===== config.mk =====
export PLATFORM = sky130hd
export DESIGN_NAME = move_controller_flat
export DESIGN_NICKNAME = d
export VERILOG_FILES = /design/src/rtl/move_controller_pkg.sv /design/src/rtl/move_controller_if.sv /design/src/rtl/move_controller_rise_detect.sv /design/src/rtl/move_controller.sv /design/src/flat_wrapper.sv
export SDC_FILE = /design/constraint.sdc
export NUM_CORES = 1
export LEC_CHECK = 0
export BUFFER_PORTS_ARGS = -buffer_cell sky130_fd_sc_hd__buf_4
export CAP_MARGIN = 10
export CORE_UTILIZATION = 56
export CTS_CLUSTER_SIZE = 28
export DETAILED_ROUTE_END_ITERATION = 6
export PLACE_DENSITY = 0.89
export SLEW_MARGIN = 25
export SYNTH_ARGS = -nofsm -noshare
export SYNTH_HDL_FRONTEND = slang
export SYNTH_SLANG_ARGS = --single-unit

===== constraint.sdc =====
create_clock -name clock -period 7.7 [get_ports clock]
set_clock_uncertainty 0.2 [all_clocks]
set_input_delay 1.155 -clock clock [delete_from_list [all_inputs] [get_ports clock]]
set_output_delay 1.155 -clock clock [all_outputs]
set_load 0.01 [all_outputs]

===== src/rtl/move_controller_pkg.sv =====
// Shared board geometry and FSM state encoding for the move controller.
package tictactoe_pkg;

  localparam int NCELLS = 9;
  localparam int POS_W  = 4;

  typedef logic [1:0] state_t;

  localparam logic [1:0] S_PLAYER   = 2'd0;
  localparam logic [1:0] S_CPU_WAIT = 2'd1;
  localparam logic [1:0] S_SCAN     = 2'd2;
  localparam logic [1:0] S_DONE     = 2'd3;

endpackage


===== src/rtl/move_controller_if.sv =====
// Request/board-status inputs and decoder-facing outputs of the move controller.
interface move_controller_if #(
  parameter int NCELLS = 9,
  parameter int POS_W  = 4
) ();

  logic              play;
  logic              pc;
  logic [POS_W-1:0]  player_pos;
  logic [NCELLS-1:0] occupied;
  logic              game_over;
  logic [POS_W-1:0]  pos_out;
  logic              player_en;
  logic              computer_en;
  logic              illegal_move;
  logic              turn;

  // Board side: drives requests and status, observes the decoder outputs.
  modport master (
    output play, pc, player_pos, occupied, game_over,
    input  pos_out, player_en, computer_en, illegal_move, turn
  );

  // Controller side.
  modport slave (
    input  play, pc, player_pos, occupied, game_over,
    output pos_out, player_en, computer_en, illegal_move, turn
  );

endinterface


===== src/rtl/move_controller_rise_detect.sv =====
// Rising-edge detector: pulse is high in the first cycle the level is seen high.
module rise_detect (
  input  logic clock,
  input  logic reset,
  input  logic level,
  output logic pulse
);

  logic prev;

  // Remember last cycle's level; reset forgets it so a held button re-arms.
  always_ff @(posedge clock) begin
    if (reset) prev <= 1'b0;
    else       prev <= level;
  end

  assign pulse = level & ~prev;

endmodule


===== src/rtl/move_controller.sv =====
// Move sequencing for the tic-tac-toe board: accepts player moves, scans for
// the first free cell on a computer request, and pulses the matching decoder.
//
//   state      | meaning
//   -----------+---------------------------------------------------
//   S_PLAYER   | waiting for a player move (play edge)
//   S_CPU_WAIT | player move accepted, waiting for a pc edge
//   S_SCAN     | walking idx upward looking for a free cell
//   S_DONE     | game finished or board full; only reset leaves it
module move_controller #(
  parameter int NCELLS = tictactoe_pkg::NCELLS,
  parameter int POS_W  = tictactoe_pkg::POS_W
) (
  input  logic           clock,
  input  logic           reset,
  move_controller_if.slave bus
);

  import tictactoe_pkg::*;

  localparam int                EXT_N    = 2 ** POS_W;
  localparam logic [POS_W-1:0]  LAST_IDX = POS_W'(NCELLS - 1);

  state_t            state;
  logic [POS_W-1:0]  idx;
  logic [POS_W-1:0]  pos_q;
  logic              player_en_q;
  logic              computer_en_q;
  logic              illegal_q;
  logic              turn_q;
  logic              play_rise;
  logic              pc_rise;
  logic [EXT_N-1:0]  occ_ext;

  rise_detect u_play_rise (
    .clock (clock),
    .reset (reset),
    .level (bus.play),
    .pulse (play_rise)
  );

  rise_detect u_pc_rise (
    .clock (clock),
    .reset (reset),
    .level (bus.pc),
    .pulse (pc_rise)
  );

  // Codes beyond the board read as occupied, so one lookup covers both the
  // range check and the occupancy check.
  assign occ_ext = {{(EXT_N - NCELLS){1'b1}}, bus.occupied};

  // Move sequencing; every output is a register updated here.
  always_ff @(posedge clock) begin
    if (reset) begin
      state         <= S_PLAYER;
      idx           <= '0;
      pos_q         <= '0;
      player_en_q   <= 1'b0;
      computer_en_q <= 1'b0;
      illegal_q     <= 1'b0;
      turn_q        <= 1'b0;
    end else begin
      player_en_q   <= 1'b0;
      computer_en_q <= 1'b0;
      if (bus.game_over) begin
        state  <= S_DONE;
        turn_q <= 1'b0;
      end else begin
        case (state)
          S_PLAYER: begin
            if (play_rise) begin
              if (!occ_ext[bus.player_pos]) begin
                pos_q       <= bus.player_pos;
                player_en_q <= 1'b1;
                illegal_q   <= 1'b0;
                state       <= S_CPU_WAIT;
                turn_q      <= 1'b1;
              end else begin
                illegal_q   <= 1'b1;
              end
            end
          end
          S_CPU_WAIT: begin
            if (pc_rise) begin
              idx   <= '0;
              state <= S_SCAN;
            end
          end
          S_SCAN: begin
            if (!occ_ext[idx]) begin
              pos_q         <= idx;
              computer_en_q <= 1'b1;
              state         <= S_PLAYER;
              turn_q        <= 1'b0;
            end else if (idx == LAST_IDX) begin
              state  <= S_DONE;
              turn_q <= 1'b0;
            end else begin
              idx <= idx + POS_W'(1);
            end
          end
          S_DONE: begin
            turn_q <= 1'b0;
          end
          default: begin
            state  <= S_PLAYER;
            turn_q <= 1'b0;
          end
        endcase
      end
    end
  end

  assign bus.pos_out      = pos_q;
  assign bus.player_en    = player_en_q;
  assign bus.computer_en  = computer_en_q;
  assign bus.illegal_move = illegal_q;
  assign bus.turn         = turn_q;

endmodule


===== src/flat_wrapper.sv =====
// flat-port wrapper written by rule: the top's interface ports become plain ports
module move_controller_flat import tictactoe_pkg::*;
#(
  parameter int NCELLS = tictactoe_pkg::NCELLS,
  parameter int POS_W  = tictactoe_pkg::POS_W
)
  (clock, reset, bus_play, bus_pc, bus_player_pos, bus_occupied, bus_game_over, bus_pos_out, bus_player_en, bus_computer_en, bus_illegal_move, bus_turn);
  move_controller_if #(.NCELLS(NCELLS), .POS_W(POS_W)) bus_i ();
  input  logic clock;
  input  logic reset;
  input wire logic [$bits(bus_i.play)-1:0] bus_play;
  input wire logic [$bits(bus_i.pc)-1:0] bus_pc;
  input wire logic [$bits(bus_i.player_pos)-1:0] bus_player_pos;
  input wire logic [$bits(bus_i.occupied)-1:0] bus_occupied;
  input wire logic [$bits(bus_i.game_over)-1:0] bus_game_over;
  output wire logic [$bits(bus_i.pos_out)-1:0] bus_pos_out;
  output wire logic [$bits(bus_i.player_en)-1:0] bus_player_en;
  output wire logic [$bits(bus_i.computer_en)-1:0] bus_computer_en;
  output wire logic [$bits(bus_i.illegal_move)-1:0] bus_illegal_move;
  output wire logic [$bits(bus_i.turn)-1:0] bus_turn;
  assign bus_i.play = bus_play;
  assign bus_i.pc = bus_pc;
  assign bus_i.player_pos = bus_player_pos;
  assign bus_i.occupied = bus_occupied;
  assign bus_i.game_over = bus_game_over;
  assign bus_pos_out = bus_i.pos_out;
  assign bus_player_en = bus_i.player_en;
  assign bus_computer_en = bus_i.computer_en;
  assign bus_illegal_move = bus_i.illegal_move;
  assign bus_turn = bus_i.turn;
  move_controller #(.NCELLS(NCELLS), .POS_W(POS_W)) u_core (.clock(clock), .reset(reset), .bus(bus_i));
endmodule

* Word level (Yosys, flattened, before mapping) *
Cells that the tools add are included.

operators by class
  add/sub/neg operators = 1
  $mul = 0
  divide/modulo/power cells = 0
  magnitude comparators = 2
  eq/ne operators = 15
  shifts and indexed selects = 0
  mux-type cells = 27
  bitwise operators = 8
  reductions and logical operators = 13

operators with widths
  operator             count
  $mux 4               6
  $pmux 4 s2           2
  $reduce_and 5->1     3
  $mux 2               6
  $lt 4x5->1 const B   2
  $mux 1               9
  $bmux 1 s4           2
  $ne 2x1->1 const B   3
  $ne 2x2->1 const B   3
  $ne 3x2->1 const B   2
  $ne 3x3->1 const B   2
  $not 1->1            6
  $pmux 2 s3           1
  $add 4x1->4 const B  1
  $eq 2x2->1 const B   2
  $eq 4x4->1 const B   1
  $ne 4x4->1 const B   1
  $reduce_and 4->1     1
  $reduce_bool 2->1    2
  $reduce_bool 4->1    1
  $reduce_or 4->1      1
  $pmux 1 s3           1
  $reduce_and 3->1     1
  $reduce_bool 3->1    1
  5 further kinds      6

word-level totals
  register bits = 16
  bits in latches = 0
  RAM bits = 0
  ROM bits = 0
  output and inout port bits = 8
  logic and storage cells = 75
  memories kept = 0

* Depth between registers and ports, before layout *
Gate-level depths: netlist of the first run.

  word-level depth = 6
  gate-level depth with buffers = 9
  depth with buffers taken out = 8

* Hierarchy *
From an unflattened synthesis of the first run, not the netlist that was laid out.

second synthesis, totals
  cells, all modules = 134
  area total of the unflattened synthesis = 1214.9 µm²

by module, submodules not included
  module           times used  cells an instance  area an instance (µm²)
  move_controller  1           128                1119.8
  rise_detect      2           3                  47.5

* Least setup slack after synthesis of the first run *
Ideal clock, no wire load.

  path kind = input -> register
  from = input bus_pc
  to = register u_core.idx[3]
  setup time = 82 ps
  data arrival time = 2679 ps
  required time = 7418 ps
  path slack = 4739 ps
  stages = 7
  cells stage by stage = nand2b_1 > or2_1 > a221oi_2 > or4b_4 > buf_6 > or3_1 > o221ai_1

between the ends
  longest elaborated chain between the ends = 3

ends and longest elaborated chain
  element                            line                               source
  from (decl)                        flat_wrapper.sv:12                 input wire logic [$bits(bus_i.pc)-1:0] bus_pc;
  $and 1x1->1                        move_controller_rise_detect.sv:17  assign pulse = level & ~prev;
  $ne 2x1->1 (no source line)        n/a
  $reduce_and 5->1 (no source line)  n/a
  to (signal assigned)               move_controller.sv:100             idx <= idx + POS_W'(1);
  to (decl)                          move_controller.sv:25              logic [POS_W-1:0] idx;

Every way passes these cells.
A chain may end at the register's enable or synchronous reset.

* Final worst setup path of the first run *
  from = input bus_player_pos[2]
  to = register u_core.turn_q (netlist: u_core.bus.turn)

between the ends
  longest elaborated chain between the ends = 4

ends and longest elaborated chain
  element                            line                   source
  from (decl)                        flat_wrapper.sv:13     input wire logic [$bits(bus_i.player_pos)-1:0] bus_player_pos;
  $bmux 1 s4                         move_controller.sv:73  if (!occ_ext[bus.player_pos]) begin
  $mux 1 (not written as such)       move_controller.sv:73
  $ne 2x2->1 (no source line)        n/a
  $reduce_and 4->1 (no source line)  n/a
  to (signal assigned)               move_controller.sv:68  turn_q <= 1'b0;
  to (signal assigned)               move_controller.sv:78  turn_q <= 1'b1;
  to (signal assigned)               move_controller.sv:95  turn_q <= 1'b0;
  to (decl)                          move_controller.sv:30  logic turn_q;

Every way passes these cells. The select of a mux whose other input is x is not followed.

==> results.txt, run 1 <==
Reg clk slew, reported paths -> 0.10 ns
TNS Setup -> 0 ns
Power per cell area -> 147 nW/um2
Psw -> 57.8 uW
Diode count -> 0
Max Freq -> 0.341 GHz
Period Utilization, post-route -> 38.1%
Hold bufs inserted after CTS -> 0
Cells after Synth -> 124
Post-DP HPWL -> 2010 um
First-pass GRT wire length -> 4090 um
Pin count of the biggest net entering global routing -> 15
Max FO, Critical Path -> 6
Global placement routability congestion -> 0.822
Port-buffer cells -> 25
Hold Vio Cnt, Final -> 0
Logic pwr share -> 28.6%
Worst-margin pin slew -> 0.564 ns
Post-Syn Nets -> 149
Num CTS Buffers -> 3
Worst setup EP type -> register
Root Driver -> clkbuf_4
Yosys reg bits -> 16
Final max-slew violation count -> 0
CTS Buffer Depth -> 2
Row count -> 15
Fill cells -> 153
Outcome -> finished, final reports clean
Drt first pass iters -> 4
Hold path cells -> 2
Initial Util -> 61.0%
Vias per cell -> 5.94
Total routing usage reported by global routing -> 27.0%
Reg2reg path depth -> 7
Switching part of the total -> 30.5%
Die X -> 45.8 um
WHS Endpoint -> u_core.bus.turn$_SDFFE_PP0P_
M1 WL -> 1060 um
Hold_sp -> u_core.bus.turn$_SDFFE_PP0P_
Final setup violation count -> 0
Int Power -> 132 uW
Initial antenna violation count -> 0
Placed instance count -> 170
Share of cells above drive strength 1 -> 25.0%
Routed Antenna Nets -> 0
Seq pwr share -> 47.7%
R2R setup slack -> 5.08 ns
Library cells used by synthesis -> 38
Slew HR -> 62.2%
Number of setup buffers added after CTS -> 0
Gr ovfl total -> 0
Crit Reg-Reg Startpoint -> u_core.state[0]$_SDFFE_PP0P_
Uppermost routed layer -> met4
Die area -> 2100 um2
Met3 wire length -> 143 um
Leakage power total -> 0.000579 uW
Type of the worst min-delay path -> register to register
DR vias -> 1027
Io pins -> 26
Max rail drop VDD -> 0.107 mV
Max-Cap Viols -> 0
CP startpoint kind -> primary input
Htree depth -> 1
Non-filler cells, final -> 173
Post-CTS sizing -> 0
WL/cell -> 14.9 um
Setup repair after global routing missed its margin -> false
DR WL met2 -> 1310 um
CP required -> 7.73 ns
Worst reg2reg endpoint -> u_core.idx[3]$_SDFFE_PP0P_
Vias in the first global route -> 979
Final worst slack -> 4.76 ns
DR DRC count -> 0
Fin nets -> 175
Avg Cell Area, Syn -> 8.68 um2
Critical Path AT -> 2.97 ns
Chip Height -> 45.8 um
Initial DRC count -> 26
CTS Sinks -> 16
CTS tree -> yes
Ys Warns -> 0
Core Region -> 1760 um2
Skew-Pair Late Insertion Delay -> 0.29 ns
Cell Area, Synth -> 1080 um2
Post-Route WL -> 2580 um
Clock share of power -> 23.8%
Worst setup path class -> primary input to register
Seq/Total Area, Yosys -> 29.8%
Minimum clock period -> 2.94 ns
Syn-to-layout area delta -> 19.7%
Post-place setup slack -> 4.51 ns
[routing by layer]
metal,track usage [%],vias to the layer above
li1,-,492
met1,31.4,478
met2,47.7,47
met3,4.37,10
met4,12.4,0
met5,0,-
[worst max-delay path by stage]
stage | from | endpoint | depth (start not counted)
final | bus_player_pos[2] | u_core.bus.turn$_SDFFE_PP0P_ | 7
after global routing | bus_player_pos[2] | u_core.bus.turn$_SDFFE_PP0P_ | 7
after CTS | bus_player_pos[2] | u_core.bus.turn$_SDFFE_PP0P_ | 7
after detailed placement | bus_player_pos[2] | u_core.bus.turn$_SDFFE_PP0P_ | 7
after global placement | bus_player_pos[2] | u_core.bus.turn$_SDFFE_PP0P_ | 7
after floorplan | bus_pc | u_core.idx[3]$_SDFFE_PP0P_ | 7
[power groups by stage]
stage	Sequential [uW]	Combinational, uW	Clock [uW]
final	90.2	54.1	45.0
after floorplan	92.2	33.4	0
after global routing	90.8	59.1	47.2
after detailed placement	92.1	52.9	0
after global placement	91.7	51.0	0
after CTS	90.2	53.3	44.9
[cell usage after synthesis, drive strengths merged]
library cell | n | area share [%]
a31oi | 1 | 0.58
o22ai | 1 | 0.58
clkbuf | 2 | 0.70
o21ai | 5 | 2.3
a211oi | 1 | 0.70
dfxtp | 16 | 30
buf | 2 | 2.1
nor2b | 4 | 2.3
and2b | 1 | 0.81
o21a | 1 | 0.70
a2bb2oi | 2 | 1.6
a211o | 1 | 0.81
o41ai | 2 | 1.6
and3 | 1 | 0.58
o211ai | 4 | 2.8
a21oi | 7 | 3.3
or4 | 1 | 0.70
or4b | 1 | 1.3
nand3 | 2 | 0.93
mux2 | 4 | 4.2
and2 | 1 | 0.81
inv | 11 | 3.8
nor2 | 13 | 4.8
a221oi | 1 | 1.4
mux2i | 12 | 11
a21boi | 2 | 1.4
ha | 7 | 8.1
nor3 | 2 | 0.93
nand2 | 9 | 3.1
o221ai | 2 | 1.6
or3 | 1 | 0.58
mux4 | 1 | 2.1
nand2b | 2 | 1.2
or2 | 1 | 0.58
[critical path, stage by stage]
cell and delay [ns]:
buf_4 0.14, mux2_1 0.33, a2bb2oi_1 0.16, o41ai_1 0.48
o21ai_1 0.15, or4_1 0.41, a21boi_1 0.14
[through the flow]
stage                     hold WS [ns]  util (%)  area (um2)  total power, uW
after CTS                        0.289      73.0        1290              188
after global routing             0.318      73.0        1290              197
final                            0.285      73.0        1290              189
after global placement           0.266      71.7        1260              143
after detailed placement         0.275      71.7        1260              145
after floorplan                  0.293         -        1080              126
[cell families (layout without fill, tap and decap cells)]
kind of cell               after synthesis  after routing  share of synthesized area (%)
adders and majority gates                7              7                           8.14
buffers and inverters                   15             39                           6.63
DFF                                     16             16                           29.8
muxes                                   17             17                           17.4
and+or+nand+nor                         39             39                           18.6
AOI/OAI and AO/OA                       30             30                           19.4
[layout make-up]
type / instances / area [um2] / area share (%)
Multi-Input combinational cell: 93 / 684 / 53.2
Sequential cell: 16 / 320 / 24.9
Timing Repair Buffer: 25 / 188 / 14.6
Inverter: 11 / 41.3 / 3.21
Tap cell: 25 / 31.3 / 2.43
Clock buffer: 3 / 22.5 / 1.75
[cell usage in the layout, fill, tap and decap left out, drive strengths merged]
| cell | n |
|---|---|
| mux2 | 4 |
| and3 | 1 |
| o22ai | 1 |
| a211oi | 1 |
| or3 | 1 |
| nor3 | 2 |
| mux4 | 1 |
| and2b | 1 |
| and2 | 1 |
| dfxtp | 16 |
| a21oi | 7 |
| o41ai | 2 |
| a2bb2oi | 2 |
| clkbuf | 3 |
| o21ai | 5 |
| buf | 25 |
| mux2i | 12 |
| or2 | 1 |
| or4 | 1 |
| inv | 11 |
| o211ai | 4 |
| a21boi | 2 |
| a221oi | 1 |
| nor2 | 13 |
| o21a | 1 |
| a31oi | 1 |
| nand2 | 9 |
| o221ai | 2 |
| nor2b | 4 |
| ha | 7 |
| or4b | 1 |
| nand2b | 2 |
| nand3 | 2 |
| a211o | 1 |
[sequential cells by signal (all words and copies together) (netlist names)]
signal	count
u_core.bus.pos_out	4
u_core.u_play_rise.prev	1
u_core.idx	4
u_core.bus.player_en	1
u_core.state	2
u_core.u_pc_rise.prev	1
u_core.bus.turn	1
u_core.bus.computer_en	1
u_core.bus.illegal_move	1
Power figures use the tool's default switching activity.
==> run 2, diff against run 1 <==
Settings changed: CORE_UTILIZATION 56 to 52, PLACE_DENSITY 0.89 to 0.84.
Clock period 7.7 ns to 2.82 ns, I/O delays scaled along.
==> results.txt, run 2 (same netlist as run 1, synthesis figures left out) <==
Syn-to-layout area delta -> 21.9%
Pin count of the biggest net entering global routing -> 14
First-pass GRT wire length -> 4050 um
Gr ovfl total -> 0
Final max-slew violation count -> 0
Number of setup buffers added after CTS -> 0
Slowest CP cell -> or4b_4
Max Freq -> 0.395 GHz
CP cell instances -> ha_1, inv_1, or2_1, a221oi_2, or4b_4, or3_1, o221ai_1
Hold Vio Cnt, Final -> 0
Vias per cell -> 5.80
Power per cell area -> 420 nW/um2
Post-Route WL -> 2480 um
Core Region -> 1960 um2
DR DRC count -> 0
Initial DRC count -> 29
Slowest Stage Delay on Critical Path -> 0.54 ns
Die area -> 2260 um2
Type of the worst min-delay path -> primary input to register
Diode count -> 0
Minimum clock period -> 2.53 ns
Total routing usage reported by global routing -> 25.3%
Routed Antenna Nets -> 0
Die X -> 47.5 um
Post-DP HPWL -> 2010 um
Reg clk slew, reported paths -> 0.11 ns
Most common cell after layout, fill and taps aside -> buf_4
Worst setup path class -> register to register
Leakage power total -> 0.000591 uW
Critical Path AT -> 2.55 ns
Max FO, Critical Path -> 6
Share of cells above drive strength 1 -> 26.0%
CTS Sinks -> 16
Htree depth -> 1
Chip Height -> 47.5 um
Hold bufs inserted after CTS -> 0
Max rail drop VDD -> 0.243 mV
Worst-margin pin slew -> 0.541 ns
Initial Util -> 54.8%
Area of the multi-input gates -> 684 um2
CP startpoint kind -> register
Buf/Inv on CP -> 1
Port-buffer cells -> 25
Fin nets -> 176
Worst setup EP type -> register
Global placement routability congestion -> 0.907
Setup repair after global routing missed its margin -> false
Most frequent cells in the layout -> buf_4, dfxtp_1, mux2i_1, nor2_1, inv_1
Fill cells -> 173
CP required -> 2.84 ns
Io pins -> 26
Num CTS Buffers -> 3
WL/cell -> 14.0 um
Post-CTS sizing -> 0
Max-Cap Viols -> 0
Initial antenna violation count -> 0
Total Power -> 551 uW
CTS tree -> yes
Final setup violation count -> 0
Sequential Area -> 320 um2
Slew HR -> 63.8%
TNS Setup -> 0 ns
Drt first pass iters -> 4
Row count -> 16
Vias in the first global route -> 971
CP delay by family, top -> simple AND/OR/NAND/NOR gates
Skew-Pair Late Insertion Delay -> 0.29 ns
DR vias -> 1026
Period Utilization, post-route -> 89.9%
Outcome -> finished, final reports clean
Root Driver -> clkbuf_4
CTS Buffer Depth -> 2
run 2: cell types whose count changed in the layout (fill, tap and decap cells not counted), sizes merged:
| cell | delta |
|---|---|
| clkbuf | +1 |
| buf | +1 |
run 2: per-layer routing:
metal  part of all wire [%]  GRT usage (%)
met2                     50           44.7
met1                     42           31.1
met5                      0              0
met3                    5.7           4.15
met4                    2.1           8.00
run 2: worst paths after layout:
path                                                    from                                to  slack (ns)  cells past startpoint
worst max-delay path            u_core.state[0]$_SDFFE_PP0P_        u_core.idx[3]$_SDFFE_PP0P_        0.29                      7
worst min-delay path                                  bus_pc  u_core.u_pc_rise.prev$_SDFF_PP0_        0.18                      2
worst max register to register  u_core.state[0]$_SDFFE_PP0P_        u_core.idx[3]$_SDFFE_PP0P_        0.29                      7
worst min register to register  u_core.bus.turn$_SDFFE_PP0P_      u_core.bus.turn$_SDFFE_PP0P_        0.31                      2
run 2: where the power goes:
group          leakage [uW]  switching [uW]  internal [uW]
Combinational      0.000440            75.6           73.7
Sequential         0.000131            8.62            237
Clock             0.0000210            77.4           78.5
run 2: through the flow:
stage | cell area [um2] | cells | utilization [%] | setup WS, ns | hold slack (ns)
final | 1310 | 177 | 66.8 | 0.285 | 0.175
after global routing | 1310 | 177 | 66.8 | 0.161 | 0.182
after CTS | 1310 | 177 | 66.8 | 0.277 | 0.179
after detailed placement | 1270 | 173 | 65.0 | 0.311 | 0.298
after global placement | 1270 | 173 | 65.0 | 0.400 | 0.267
after floorplan | 1080 | 124 | - | 0.423 | 0.293
run 2: layout make-up:
type                       count  area share, %
timing repair buffer          26           14.9
tap                           27           2.58
inverter                      11           3.15
multi-input combinational     93           52.2
sequential                    16           24.4
clock buffer                   4           2.77
==> run 3, diff against run 2 <==
Settings changed: ABC_AREA set to 1, CORE_UTILIZATION 52 to 54, PLACE_DENSITY 0.84 to 0.85.
==> results.txt, run 3 <==
Synth Flop Type -> dfxtp_1
DR vias -> 1204
First-pass GRT wire length -> 4970 um
Final worst slack -> 0.702 ns
Max-Cap Viols -> 0
Switching part of the total -> 41.9%
CTS tree -> yes
Cell Area, Synth -> 1230 um2
Max rail drop VDD -> 0.431 mV
Seq/Total Area, Yosys -> 26.0%
Hold path cells -> 3
Global placement routability congestion -> 0.881
Critical Path AT -> 2.11 ns
Post-Route WL -> 2880 um
Setup repair after global routing missed its margin -> false
Leakage power total -> 0.000699 uW
Initial Util -> 60.2%
Post-place setup slack -> 0.728 ns
Post-Syn Nets -> 196
Share of cells above drive strength 1 -> 31.5%
Port-buffer cells -> 25
Max Freq -> 0.472 GHz
Hold bufs inserted after CTS -> 0
Logic pwr share -> 48.6%
Routed Antenna Nets -> 0
Die area -> 2470 um2
Post-synth top area share -> 26.0%
Minimum clock period -> 2.12 ns
Seq pwr share -> 33.3%
Int Power -> 499 uW
Worst-margin pin slew -> 0.456 ns
Ys Warns -> 0
Skew-Pair Late Insertion Delay -> 0.29 ns
Type of the worst min-delay path -> primary input to register
Most common cell after layout, fill and taps aside -> nand2_1
Vias in the first global route -> 1146
Num CTS Buffers -> 3
Hold Vio Cnt, Final -> 0
Avg Cell Area, Syn -> 7.19 um2
Library cells used by synthesis -> 31
WHS Endpoint -> u_core.u_pc_rise.prev$_SDFF_PP0_
Crit Reg-Reg Startpoint -> u_core.state[0]$_SDFFE_PP0P_
Met3 GRT Util -> 4.32%
Syn-to-layout area delta -> 19.3%
CTS Sinks -> 16
R2R setup slack -> 0.70 ns
Yosys reg bits -> 16
Cell accounting for the most synthesized area -> dfxtp_1
Worst reg2reg endpoint -> u_core.idx[0]$_SDFFE_PP0P_
Post-synth top cells -> nand2_1, inv_1, dfxtp_1
Chip Height -> 49.7 um
Htree depth -> 1
Period Utilization, post-route -> 75.1%
Slew HR -> 69.6%
Core Region -> 2040 um2
Initial DRC count -> 33
Total routing usage reported by global routing -> 26.2%
Most frequent cells in the layout -> nand2_1, buf_4, inv_1
Busiest metal layer after global routing -> met2
Final setup violation count -> 0
Global routing usage on met2 -> 46.2%
Max FO, Critical Path -> 12
Vias per cell -> 5.38
TNS Setup -> 0 ns
Worst setup path class -> register to register
CP required -> 2.81 ns
Row count -> 16
Reg2reg path depth -> 8
Psw -> 360 uW
Post-synth EDFFs -> 0
Number of setup buffers added after CTS -> 0
Die X -> 49.7 um
Root Driver -> clkbuf_4
Gr ovfl total -> 0
Power per cell area -> 585 nW/um2
Pin count of the biggest net entering global routing -> 14
Worst setup EP type -> register
Initial antenna violation count -> 0
WL/cell -> 12.9 um
Drt first pass iters -> 4
Async SR Flop Fraction -> 0%
Met1 usage -> 32.0%
CP startpoint kind -> register
DR DRC count -> 0
Fin nets -> 223
Final max-slew violation count -> 0
Cells after Synth -> 171
Synth top area cells -> dfxtp_1, nand2_1, ha_1
Io pins -> 26
Hold_sp -> bus_pc
Post-DP HPWL -> 2360 um
Reg clk slew, reported paths -> 0.10 ns
Most common cell in the netlist -> nand2_1
Post-CTS sizing -> 0
Diode count -> 0
CTS Buffer Depth -> 2
Outcome -> finished, final reports clean
Clock share of power -> 18.0%
run 3: layer usage:
metal	part of all wire [%]	up-vias
li1	-	610
met1	44	558
met2	51	30
met3	3.6	6
met4	1.5	0
met5	0	-
run 3: per-stage QoR:
stage               cell area [um2]  hold slack (ns)  total power [uW]  instances  util (%)
floorplan                      1230            0.285               592        171         -
global placement               1430            0.250               679        220      70.1
detailed placement             1430            0.268               704        220      70.1
CTS                            1470            0.147               857        224      71.9
global route                   1470            0.153               928        224      71.9
finish                         1470            0.141               859        224      71.9
run 3: worst max-delay path: stages, from the launching register on:
cell	delay, ns
dfxtp_1	0.36
inv_1	0.12
ha_1	0.44
inv_1	0.17
a21oi_1	0.20
and2_1	0.26
nand3_2	0.13
nand2_1	0.09
a21oi_2	0.05
run 3: worst max-delay path by stage:
stage	cells after the start	slack, ns	to	from
2_1_floorplan	8	1.18	u_core.idx[2]$_SDFFE_PP0P_	u_core.state[0]$_SDFFE_PP0P_
3_3_place_gp	8	0.86	u_core.idx[0]$_SDFFE_PP0P_	u_core.state[0]$_SDFFE_PP0P_
3_5_place_dp	7	0.73	u_core.bus.pos_out[1]$_SDFFE_PP0P_	u_core.state[0]$_SDFFE_PP0P_
4_1_cts	8	0.70	u_core.idx[2]$_SDFFE_PP0P_	u_core.state[0]$_SDFFE_PP0P_
5_1_grt	7	0.50	u_core.bus.pos_out[1]$_SDFFE_PP0P_	u_core.state[0]$_SDFFE_PP0P_
6_report	8	0.70	u_core.idx[0]$_SDFFE_PP0P_	u_core.state[0]$_SDFFE_PP0P_
run 3: cells by family (layout without fill, tap and decap cells):
logic type      after synthesis  after routing  synth area share (%)
flops                        16             16                  26.0
compound gates               19             19                  10.8
xor+xnor                      2              2                  1.42
fa+ha+maj                     7              7                  7.12
buf+inv                      28             54                  9.66
simple gates                 99             99                  45.0
run 3: layout make-up:
cell class / count / area, um2
clock buffers: 4 / 36.3
fillers: 169 / 574
inverters: 25 / 98.8
multi-input cells: 127 / 791
flip-flops and latches: 16 / 320
well taps: 27 / 33.8
repair buffers: 25 / 188
run 3: power groups by stage:
stage                     Clock (uW)  Combinational, uW  Sequential (uW)
final                            155                418              286
after global placement             0                393              286
after global routing             166                474              288
after floorplan                    0                303              288
after CTS                        156                415              285
after detailed placement           0                414              291
